<file path="config.mk">
export PLATFORM = sky130hd
export DESIGN_NAME = seg7_scan
export DESIGN_NICKNAME = d
export VERILOG_FILES = /design/src/rtl/seg7_pkg.sv /design/src/rtl/seg7_hex_decode.sv /design/src/rtl/seg7_scan.sv
export SDC_FILE = /design/constraint.sdc
export NUM_CORES = 1
export LEC_CHECK = 0
export CAP_MARGIN = 0
export CORE_UTILIZATION = 55
export DETAILED_ROUTE_END_ITERATION = 10
export GPL_TIMING_DRIVEN = 0
export PLACE_DENSITY = 0.85
export SKIP_CTS_REPAIR_TIMING = 1
export SLEW_MARGIN = 20
export SYNTH_ARGS = -nofsm -noshare
export SYNTH_HDL_FRONTEND = slang
export SYNTH_SLANG_ARGS = --single-unit
export TNS_END_PERCENT = 100
</file>
<file path="constraint.sdc">
create_clock -name clk -period 3.8 [get_ports clk]
set_clock_uncertainty 0.2 [all_clocks]
set_input_delay 0.76 -clock clk [delete_from_list [all_inputs] [get_ports clk]]
set_output_delay 0.76 -clock clk [all_outputs]
set_load 0.1 [all_outputs]
</file>
<file path="src/rtl/seg7_pkg.sv">
// seg7_pkg: shared definitions for the seven-segment scan driver.
//   SEG_OFF / AN_OFF  : all-off patterns for the active-low segment and anode buses
//   scan_state_t      : per-slot phase, BLANK (anti-ghosting gap) or DRIVE
//   hex_to_seg()      : 4-bit value to active-low {dp,g,f,e,d,c,b,a}, dp always off
package seg7_pkg;

    localparam logic [7:0] SEG_OFF = 8'hFF;
    localparam logic [7:0] AN_OFF  = 8'hFF;

    typedef enum logic {
        BLANK = 1'b0,
        DRIVE = 1'b1
    } scan_state_t;

    function automatic logic [7:0] hex_to_seg(input logic [3:0] nib);
        logic [7:0] s;
        case (nib)
            4'h0: s = 8'hC0;
            4'h1: s = 8'hF9;
            4'h2: s = 8'hA4;
            4'h3: s = 8'hB0;
            4'h4: s = 8'h99;
            4'h5: s = 8'h92;
            4'h6: s = 8'h82;
            4'h7: s = 8'hF8;
            4'h8: s = 8'h80;
            4'h9: s = 8'h90;
            4'hA: s = 8'h88;
            4'hB: s = 8'h83;
            4'hC: s = 8'hC6;
            4'hD: s = 8'hA1;
            4'hE: s = 8'h86;
            default: s = 8'h8E;
        endcase
        return s;
    endfunction

endpackage

</file>
<file path="src/rtl/seg7_hex_decode.sv">
// seg7_hex_decode: combinational hex digit to seven-segment decoder.
//   nib_i [3:0] : hex value
//   seg_o [7:0] : active-low segments {dp,g,f,e,d,c,b,a}, dp held off
module seg7_hex_decode
    import seg7_pkg::*;
(
    input  logic [3:0] nib_i,
    output logic [7:0] seg_o
);

    assign seg_o = hex_to_seg(nib_i);

endmodule

</file>
<file path="src/rtl/seg7_scan.sv">
// seg7_scan: time-multiplexed driver for an eight-digit seven-segment display.
// Shows a 32-bit word as eight hex digits, one anode at a time, with a blank
// gap at the start of every digit slot and optional leading-zero suppression.
// The displayed word is captured only at frame boundaries (or continuously
// while disabled) so a store in the middle of a frame never tears the digits.
//   clk    : system clock
//   rst    : asynchronous active-high reset
//   data_i : word to display, nibble i -> digit i (digit 0 rightmost)
//   en_i   : display enable; low blanks the display and restarts the scan
//   an     : active-low anode selects, bit i = digit i (registered)
//   seg    : active-low segments {dp,g,f,e,d,c,b,a} (registered)
module seg7_scan
    import seg7_pkg::*;
#(
    parameter int SCAN_DIV  = 100000,
    parameter int BLANK_CYC = 1000,
    parameter int BLANK_LZ  = 1
) (
    input  logic        clk,
    input  logic        rst,
    input  logic [31:0] data_i,
    input  logic        en_i,
    output logic [7:0]  an,
    output logic [7:0]  seg
);

    localparam int CNT_W = (SCAN_DIV > 1) ? $clog2(SCAN_DIV) : 1;
    localparam logic [CNT_W-1:0] CNT_LAST  = CNT_W'(SCAN_DIV - 1);
    localparam logic [CNT_W-1:0] CNT_BLANK = CNT_W'(BLANK_CYC);

    logic [CNT_W-1:0] cnt_q, cnt_d;
    logic [2:0]       idx_q, idx_d;
    logic [31:0]      shd_q, shd_d;
    scan_state_t      state_q, state_d;
    logic [7:0]       an_q, an_d;
    logic [7:0]       seg_q, seg_d;

    logic             tick;
    logic [CNT_W-1:0] cnt_inc;
    logic [4:0]       nib_lsb;
    logic [3:0]       nib;
    logic [7:0]       dec_seg;
    logic             suppress;

    assign tick    = (cnt_q == CNT_LAST);
    assign cnt_inc = cnt_q + CNT_W'(1);
    assign nib_lsb = {idx_q, 2'b00};
    assign nib     = shd_q[nib_lsb +: 4];

    // A digit above 0 is a leading zero when it and every digit to its left are 0.
    assign suppress = (BLANK_LZ != 0) && (idx_q != 3'd0) && ((shd_q >> nib_lsb) == 32'd0);

    seg7_hex_decode u_dec (
        .nib_i (nib),
        .seg_o (dec_seg)
    );

    // Prescaler, digit index and shadow register.
    always_comb begin
        cnt_d = cnt_q;
        idx_d = idx_q;
        shd_d = shd_q;
        if (!en_i) begin
            // Disable wins over a coincident frame tick.
            cnt_d = '0;
            idx_d = 3'd0;
            shd_d = data_i;
        end else if (tick) begin
            cnt_d = '0;
            idx_d = idx_q + 3'd1;
            if (idx_q == 3'd7) begin
                shd_d = data_i;
            end
        end else begin
            cnt_d = cnt_inc;
        end
    end

    always_ff @(posedge clk or posedge rst) begin
        if (rst) begin
            cnt_q <= '0;
            idx_q <= 3'd0;
            shd_q <= 32'd0;
            an_q  <= AN_OFF;
            seg_q <= SEG_OFF;
        end else begin
            cnt_q <= cnt_d;
            idx_q <= idx_d;
            shd_q <= shd_d;
            an_q  <= an_d;
            seg_q <= seg_d;
        end
    end

    // FSM state register.
    always_ff @(posedge clk or posedge rst) begin
        if (rst) begin
            state_q <= BLANK;
        end else begin
            state_q <= state_d;
        end
    end

    // FSM next state: every slot opens blank and switches to drive once the
    // prescaler reaches BLANK_CYC.
    always_comb begin
        state_d = state_q;
        if (!en_i || tick) begin
            state_d = BLANK;
        end else if (state_q == BLANK && cnt_inc == CNT_BLANK) begin
            state_d = DRIVE;
        end
    end

    // FSM outputs, registered one cycle later. en_i gates directly so a
    // disable blanks the display on the very next edge.
    always_comb begin
        an_d  = AN_OFF;
        seg_d = SEG_OFF;
        if (en_i && state_q == DRIVE && !suppress) begin
            an_d  = ~(8'd1 << idx_q);
            seg_d = dec_seg;
        end
    end

    assign an  = an_q;
    assign seg = seg_q;

endmodule

</file>
==> results.json, run 1 <==
{
  "status": "finished, violations left",
  "violations": "DRC",
  "cp.required_ns": 3.88,
  "async_flop_share_pct": 100,
  "pwr-share-comb_pct": 12.4,
  "holdPathStages": 1,
  "first_iter_violations": 145,
  "overflow": 0,
  "power_frac_seq_pct": 51.4,
  "cts_sinks": 68,
  "synth_top_area_share_pct": 35.4,
  "antenna_cells": 0,
  "design_area_um2": 4540,
  "dieArea_um2": 7150,
  "slew_headroom_pct": 34.9,
  "cts.path.max_buffers": 2,
  "drc": 2,
  "grt_pass1_vias": 2747,
  "ys_top_cells_by_area": "dfrtp_1 (35%), dfstp_2 (11%), mux2_1 (9.9%), mux4_2 (4.8%), ha_1 (4.7%)",
  "endpoint_kind": "flop",
  "io_pins": 51,
  "leakagePower_nw": 1.82,
  "grt_max_degree": 41,
  "fill_cells": 472,
  "swShare_pct": 25.4,
  "drt-pass1-iter-count": 10,
  "rsz0062_at_grt": "false",
  "cts_buffers": 9,
  "cts_tree": "built",
  "synth_top_area_cell": "dfrtp_1",
  "synth_cell_type_count": 51,
  "routedWlPerCell_um": 16.0,
  "viasPerCell": 5.83,
  "fmax_mhz": 321,
  "dpl_cell_area_um2": 4360,
  "p_sw_w": 0.000396,
  "start_util_pct": 58.0,
  "synthFlopType": "dfrtp_1",
  "grt.busiest_layer": "met2",
  "min_to": "shd_q[2]",
  "clkTransAtPathRegs_ns": 0.07,
  "r2r-start": "idx_q[1]",
  "layout-drive-gt1-share_pct": 16.8,
  "holdCritPathClass": "flop to flop",
  "antenna_found_initial": 0,
  "area_delta_synth_final_pct": 21.2,
  "grt_util_met2_pct": 38.7,
  "synthCells": 332,
  "fin_nets": 442,
  "cp-start-kind": "flop",
  "rows": 29,
  "worst_slack_ns": 0.682,
  "internal_power_w": 0.00116,
  "ys_seq_elements": 68,
  "setup_violations": 0,
  "peakVddDrop_mv": 0.205,
  "fin_tns_setup_ns": 0,
  "rr_endpoint": "an[0]",
  "wl_mm": 7.61,
  "pre_cts_ws_ns": 0.699,
  "critPathArrivalTime_ns": 3.20,
  "postLayoutCoreUtil_pct": 70.3,
  "reg2reg_slack_ns": 0.68,
  "dp_hpwl_mm": 5.70,
  "grtUsageMet3_pct": 4.72,
  "synth_edf_count": 0,
  "core_area_um2": 6460,
  "drv_slew": 0,
  "grtUsageTotal_pct": 23.8,
  "synthMostInstantiatedCell": "dfrtp_1",
  "synth-seq-area-share_pct": 45.9,
  "period_share_pct": 82.0,
  "cp_max_fo": 10,
  "die_h_um": 84.5,
  "netlist_area_um2": 3750,
  "die_x_um": 84.5,
  "postRouteAntennaNets": 0,
  "portBuffers": 49,
  "syn-num-nets": 381,
  "place.gp.congestion": 0.921,
  "reg2reg_depth": 10,
  "worst-setup-path-type": "flop to flop",
  "htreeDepth": 3,
  "clkPwrFrac_pct": 36.2,
  "grt_pass1_wl_mm": 13.2,
  "vias": 2770,
  "whs_ns": 0.303,
  "synth_common_cells": "dfrtp_1 (53), nor2_1 (34), mux2_1 (33)",
  "clk_latency_ns": 0.34,
  "finalHoldViolCount": 0,
  "max_cap_violations": 0,
  "avgSynthCellArea_um2": 11.3,
  "cts_root_buf": "clkbuf_8",
  "p_per_area_nw_per_um2": 343,
  "timing.final.crit_period_ns": 3.12,
  "yosys_warnings": 0,
  "worstHoldStart": "shd_q[2]",
  "met1_usage_pct": 32.1,
  "tightestPinTransition_ns": 0.974
}
==> per-layer routing <==
metal  part of all wire [%]  up-vias
li1                       -     1314
met1                     46     1363
met2                     48       76
met3                    4.2       17
met4                    1.8        0
met5                      0        -
==> metrics by stage <==
step | cells | power (W)
3_3_place_gp | 458 | 0.000992
6_report | 475 | 0.00156
5_1_grt | 475 | 0.00163
2_1_floorplan | 332 | 0.000924
4_1_cts | 475 | 0.00157
3_5_place_dp | 459 | 0.00101
==> worst max-delay path by stage <==
| stage | start | to | slack (ns) |
|---|---|---|---|
| floorplan | rst | cnt_q[0] | 1.15 |
| CTS | idx_q[1] | an[0] | 0.69 |
| finish | idx_q[1] | an[0] | 0.68 |
| detailed placement | idx_q[1] | an[1] | 0.70 |
| global placement | rst | shd_q[2] | 0.12 |
| global route | idx_q[1] | seg[5] | 0.49 |
==> cells by family (layout without fill, tap and decap cells) <==
group / after synthesis / in the layout / share of synthesized area (%)
adders and majority gates: 14 / 14 / 4.67
xor gates and xnor gates: 20 / 20 / 4.67
muxes: 48 / 48 / 17.0
other: 1 / 1 / 0.100
buffers and inverters: 28 / 94 / 4.17
AOI/OAI and AO/OA: 40 / 40 / 7.45
DFF: 68 / 68 / 45.9
and+or+nand+nor: 113 / 113 / 16.0
==> flip-flops by register name, summed over array words and instances (netlist names) <==
name and count:
an 8, cnt_q 17, idx_q 3, seg 7, shd_q 32, state_q 1
==> power by group through the flow <==
stage | Clock [W] | Sequential, W | Combinational (W)
floorplan | 0 | 0.000797 | 0.000127
global placement | 0 | 0.000809 | 0.000183
detailed placement | 0 | 0.000812 | 0.000193
CTS | 0.000573 | 0.000799 | 0.000195
global route | 0.000613 | 0.000804 | 0.000215
finish | 0.000563 | 0.000799 | 0.000194
==> worst max-delay path, stage by stage (launching register included) <==
cell	delay (ns)
dfrtp_1	0.40
buf_6	0.16
clkbuf_1	0.37
mux4_2	0.38
mux2i_1	0.44
ha_1	0.30
o311ai_1	0.15
nor4b_4	0.28
o2bb2ai_2	0.12
buf_6	0.16
nand3_2	0.07
==> area by class of cell <==
cell class              instances  area (µm²)  area share (%)
plain buffers                  17         115            2.54
clock buffers                  11         131            2.89
clock inverters                 5        52.6            1.16
inverters                      11        43.8           0.964
multi-input cells             236        1870            41.2
flip-flops and latches         68        1720            37.9
well taps                      77        96.3            2.12
repair buffers                 50         510            11.2
==> cell usage in the layout (no fill, tap or decap), drive strengths merged, types with 4 or more instances in the layout <==
| cell | Yosys | routed |
|---|---|---|
| a21oi | 8 | 8 |
| a22oi | 5 | 5 |
| and2 | 4 | 4 |
| buf | 12 | 13 |
| clkbuf | 5 | 16 |
| clkdlybuf4s50 | 0 | 49 |
| dfrtp | 53 | 53 |
| dfstp | 15 | 15 |
| ha | 14 | 14 |
| inv | 11 | 11 |
| mux2 | 35 | 35 |
| mux2i | 5 | 5 |
| mux4 | 8 | 8 |
| nand2 | 28 | 28 |
| nand3 | 10 | 10 |
| nand4 | 7 | 7 |
| nor2 | 34 | 34 |
| nor3 | 10 | 10 |
| nor3b | 4 | 4 |
| nor4 | 8 | 8 |
| o21ai | 7 | 7 |
| xnor2 | 12 | 12 |
| xor2 | 8 | 8 |
Note: power is estimated with default switching activity, not from simulation.
==> inputs of run 2 (changes only) <==
==> constraint.sdc (replaced) <==
create_clock -name clk -period 3.17 [get_ports clk]
set_clock_uncertainty 0.2 [all_clocks]
set_input_delay 0.634 -clock clk [delete_from_list [all_inputs] [get_ports clk]]
set_output_delay 0.634 -clock clk [all_outputs]
set_load 0.1 [all_outputs]
==> results.json, run 2 (synthesis results as in run 1) <==
{
  "first_iter_violations": 139,
  "holdCritPathClass": "flop to flop",
  "cts_buffers": 9,
  "io_pins": 51,
  "finalHoldViolCount": 0,
  "path_delay_family": "multiplexers",
  "endpoint_kind": "flop",
  "r2r-start": "idx_q[1]",
  "pwr-share-comb_pct": 12.5,
  "antenna_cells": 0,
  "internal_power_w": 0.00139,
  "antenna_found_initial": 0,
  "fmax_mhz": 332,
  "die_h_um": 84.5,
  "viasPerCell": 5.83,
  "clk_latency_ns": 0.34,
  "pre_cts_ws_ns": 0.0687,
  "swShare_pct": 25.4,
  "power_frac_seq_pct": 51.4,
  "rows": 29,
  "cpPeakStageDelay_ns": 0.41,
  "vias": 2767,
  "status": "finished, violations left",
  "place.gp.congestion": 0.921,
  "cp_max_fo": 10,
  "period_share_pct": 95.0,
  "fin_cells": 475,
  "drv_slew": 0,
  "drt-pass1-iter-count": 9,
  "critical_path_buf_inv_count": 3,
  "mostFrequentLayoutCell": "dfrtp_1",
  "overflow": 0,
  "grt_max_degree": 41,
  "fin_tns_setup_ns": 0,
  "clkPwrFrac_pct": 36.1,
  "drc": 2,
  "fill_cells": 470,
  "htreeDepth": 3,
  "postRouteAntennaNets": 0,
  "grt_pass1_wl_mm": 13.2,
  "routedWlPerCell_um": 16.0,
  "layout-drive-gt1-share_pct": 17.1,
  "tightestPinTransition_ns": 0.974,
  "grt_pass1_vias": 2747,
  "worst-setup-path-type": "flop to flop",
  "dieArea_um2": 7150,
  "cts_tree": "built",
  "dpl_cell_area_um2": 4360,
  "multi_input_area_um2": 1870,
  "cts_root_buf": "clkbuf_8",
  "largest_reg_flops": 32,
  "timing.final.crit_period_ns": 3.01,
  "p_sw_w": 0.000474,
  "leakagePower_nw": 1.81,
  "portBuffers": 49,
  "wl_mm": 7.60,
  "max_cap_violations": 0,
  "cp.required_ns": 3.25,
  "violations": "DRC",
  "peakVddDrop_mv": 0.247,
  "grtUsageTotal_pct": 23.8,
  "regMostFlops": "shd_q",
  "dp_hpwl_mm": 5.70,
  "die_x_um": 84.5,
  "slowest_stage": "mux4_2",
  "path_cells": "buf_6 -> clkbuf_1 -> mux4_2 -> mux2i_2 -> ha_1 -> o311ai_1 -> nor4b_4 -> o2bb2ai_2 -> buf_6 -> nand3_2",
  "dp.cells": 459,
  "design_area_um2": 4540,
  "worst_slack_ns": 0.157,
  "critPathArrivalTime_ns": 3.09,
  "start_util_pct": 58.0,
  "setup_violations": 0,
  "cpMostUsedCell": "buf_6",
  "slew_headroom_pct": 34.9,
  "cp-start-kind": "flop",
  "area_delta_synth_final_pct": 21.3,
  "seq_area_um2": 1720,
  "fin_nets": 442,
  "p_per_area_nw_per_um2": 410,
  "postLayoutCoreUtil_pct": 70.4,
  "cts_sinks": 68,
  "cts.path.max_buffers": 2,
  "clkTransAtPathRegs_ns": 0.07,
  "worstHoldStart": "shd_q[3]",
  "cp-startpoint": "idx_q[1]",
  "layout_common_cells": "dfrtp_1 (53), clkdlybuf4s50_1 (49), nor2_1 (34)",
  "core_area_um2": 6460
}
==> run 2: metal layers <==
metal	vias up	global-route usage, %	wire length (µm)
met3	17	4.72	323
met4	0	8.32	150
li1	1312	-	-
met5	-	0	0
met1	1358	32.1	3450
met2	80	38.7	3670
==> run 2: cell type report <==
cell class / count / share of cell area [%]
Multi-Input combinational cell: 236 / 41.2
Sequential cell: 68 / 37.9
Timing Repair Buffer: 50 / 11.2
Clock buffer: 11 / 2.89
Buffer: 17 / 2.53
Tap cell: 77 / 2.12
Clock inverter: 5 / 1.16
Inverter: 11 / 0.964
==> run 2: path summary, 6_finish.rpt <==
kind,cells after the start,slack [ns],endpoint
worst min register to register,1,0.30,shd_q[3]
max in group asynchronous,3,1.76,seg[5]
min in group asynchronous,2,0.42,shd_q[12]
worst max-delay path,10,0.16,an[0]
worst min-delay path,1,0.30,shd_q[3]
worst max register to register,10,0.16,an[0]
==> run 2: power groups by stage <==
stage               registers (W)  logic, W  clock network, W
finish                   0.000959  0.000233          0.000673
global route             0.000964  0.000259          0.000734
CTS                      0.000957  0.000234          0.000687
detailed placement       0.000973  0.000232                 0
global placement         0.000970  0.000220                 0
floorplan                0.000955  0.000152                 0
==> run 2: worst reg2reg max path, delay by kind of cell (launching register included) <==
kind	cells	cell delay, ns
AO/OA/AOI/OAI	2	0.27
adder cells (fa/ha/maj)	1	0.28
buffers and inverters	3	0.70
flip-flops	1	0.40
multiplexers	2	0.74
AND/OR/NAND/NOR	2	0.35
==> run 2: per-stage QoR <==
stage                     hold slack (ns)  power, W
after floorplan                     0.253   0.00111
after global placement              0.276   0.00119
after detailed placement            0.276   0.00120
after CTS                           0.298   0.00188
after global routing                0.315   0.00196
final                               0.302   0.00187
==> inputs of run 3 (changes only) <==
--- a/config.mk
+++ b/config.mk
@@ -6,7 +6,9 @@
 export NUM_CORES = 1
 export LEC_CHECK = 0
 export CAP_MARGIN = 0
+export CORE_ASPECT_RATIO = 1.2
 export CORE_UTILIZATION = 55
+export CTS_CLUSTER_SIZE = 24
 export DETAILED_ROUTE_END_ITERATION = 10
 export GPL_TIMING_DRIVEN = 0
 export PLACE_DENSITY = 0.85
==> results.json, run 3 (synthesis results as in run 1) <==
{
  "worst-setup-path-type": "flop to flop",
  "grt_pass1_wl_mm": 13.4,
  "swShare_pct": 25.3,
  "holdCritPathClass": "flop to flop",
  "io_pins": 51,
  "drv_slew": 0,
  "status": "finished clean",
  "finalHoldViolCount": 0,
  "cts_buffers": 9,
  "antenna_found_initial": 0,
  "p_per_area_nw_per_um2": 411,
  "regMostFlops": "shd_q",
  "pwr-share-comb_pct": 12.5,
  "cts_tree": "built",
  "drt-pass1-iter-count": 5,
  "postLayoutCoreUtil_pct": 70.4,
  "fmax_mhz": 336,
  "dieArea_um2": 7150,
  "worst_slack_ns": 0.195,
  "endpoint_kind": "flop",
  "area_delta_synth_final_pct": 21.8,
  "cp.required_ns": 3.25,
  "path_delay_family": "buffers and inverters",
  "dpl_cell_area_um2": 4370,
  "peakVddDrop_mv": 0.258,
  "place.gp.congestion": 0.873,
  "dp.cells": 467,
  "grtUsageTotal_pct": 24.2,
  "cp-start-kind": "flop",
  "clkPwrFrac_pct": 36.4,
  "core_area_um2": 6490,
  "p_sw_w": 0.000476,
  "rows": 32,
  "timing.final.crit_period_ns": 2.97,
  "cpPeakStageDelay_ns": 0.39,
  "htreeDepth": 3,
  "cts_root_buf": "clkbuf_8",
  "viasPerCell": 5.69,
  "power_frac_seq_pct": 51.1,
  "design_area_um2": 4570,
  "routedWlPerCell_um": 16.0,
  "die_x_um": 77.4,
  "slew_headroom_pct": 35.6,
  "period_share_pct": 93.8,
  "max_cap_violations": 0,
  "clk_latency_ns": 0.34,
  "postRouteAntennaNets": 0,
  "vias": 2747,
  "clkTransAtPathRegs_ns": 0.07,
  "first_iter_violations": 177,
  "cpMostUsedCell": "buf_6",
  "wl_mm": 7.71,
  "slowest_stage": "dfrtp_1",
  "tightestPinTransition_ns": 0.962,
  "grt_pass1_vias": 2774,
  "leakagePower_nw": 1.82,
  "portBuffers": 49,
  "antenna_cells": 0,
  "fin_nets": 442,
  "cts_sinks": 68,
  "drc": 0,
  "die_h_um": 92.4,
  "overflow": 0,
  "critical_path_buf_inv_count": 4,
  "largest_reg_flops": 32,
  "layout_common_cells": "dfrtp_1 (53), clkdlybuf4s50_1 (49), nor2_1 (34)",
  "layout-drive-gt1-share_pct": 17.3,
  "fin_cells": 483,
  "cp_max_fo": 10,
  "start_util_pct": 57.8,
  "fin_tns_setup_ns": 0,
  "pre_cts_ws_ns": 0.107,
  "mostFrequentLayoutCell": "dfrtp_1",
  "cts.path.max_buffers": 2,
  "dp_hpwl_mm": 5.73,
  "setup_violations": 0,
  "rsz0062_at_grt": "false",
  "critPathArrivalTime_ns": 3.06,
  "internal_power_w": 0.00140,
  "grt_max_degree": 36,
  "path_cells": "buf_6 -> buf_2 -> mux4_2 -> mux2_2 -> inv_1 -> ha_1 -> o311ai_1 -> nor4b_4 -> o2bb2ai_2 -> buf_6 -> nand3_2"
}
==> run 3: changes by cell type in the layout (fill, tap and decap cells not counted) <==
cell	previous run	this run
clkbuf_2	0	1
clkbuf_8	9	13
clkinvlp_4	1	0
bufinv_16	1	0
clkbuf_4	0	1
clkbuf_1	7	6
buf_2	5	4
clkinv_2	3	1
==> run 3: metrics by stage <==
| stage | hold WS, ns | total power, W |
|---|---|---|
| after CTS | 0.321 | 0.00189 |
| after floorplan | 0.253 | 0.00111 |
| after detailed placement | 0.293 | 0.00121 |
| after global placement | 0.291 | 0.00119 |
| final | 0.307 | 0.00188 |
| after global routing | 0.341 | 0.00196 |
==> run 3: final timing paths <==
path,to,start,cells past startpoint,slack [ns]
min in group asynchronous,cnt_q[2],rst,2,0.45
max,an[2],idx_q[1],11,0.20
max in group asynchronous,an[7],rst,3,1.74
min,shd_q[3],shd_q[3],1,0.31
max reg2reg,an[2],idx_q[1],11,0.20
min reg2reg,shd_q[3],shd_q[3],1,0.31
==> run 3: final cells by class <==
class | count | area [µm²]
multi-input cells | 236 | 1870
inverters | 11 | 43.8
plain buffers | 17 | 119
clock inverters | 1 | 5.00
fillers | 483 | 1920
clock buffers | 15 | 186
flip-flops and latches | 68 | 1720
well taps | 85 | 106
repair buffers | 50 | 510
==> run 3: worst register-to-register path, cell delays in order, from the launching register on <==
cell,delay (ns)
dfrtp_1,0.39
buf_6,0.17
buf_2,0.25
mux4_2,0.35
mux2_2,0.33
inv_1,0.15
ha_1,0.25
o311ai_1,0.17
nor4b_4,0.30
o2bb2ai_2,0.13
buf_6,0.16
nand3_2,0.07
==> run 3: per-layer routing <==
layer  vias up  track usage (%)  wire length, µm
li1       1317                -                -
met1      1337             31.8             3400
met2        84             39.3             3860
met3         9             4.73              329
met4         0             10.1              113
met5         -                0                0
==> run 3: power groups by stage <==
stage                     Clock [W]  Combinational, W  Sequential [W]
after floorplan                   0          0.000152        0.000955
after global placement            0          0.000219        0.000970
after detailed placement          0          0.000232        0.000973
after CTS                  0.000697          0.000235        0.000958
after global routing       0.000737          0.000260        0.000963
final                      0.000683          0.000235        0.000959
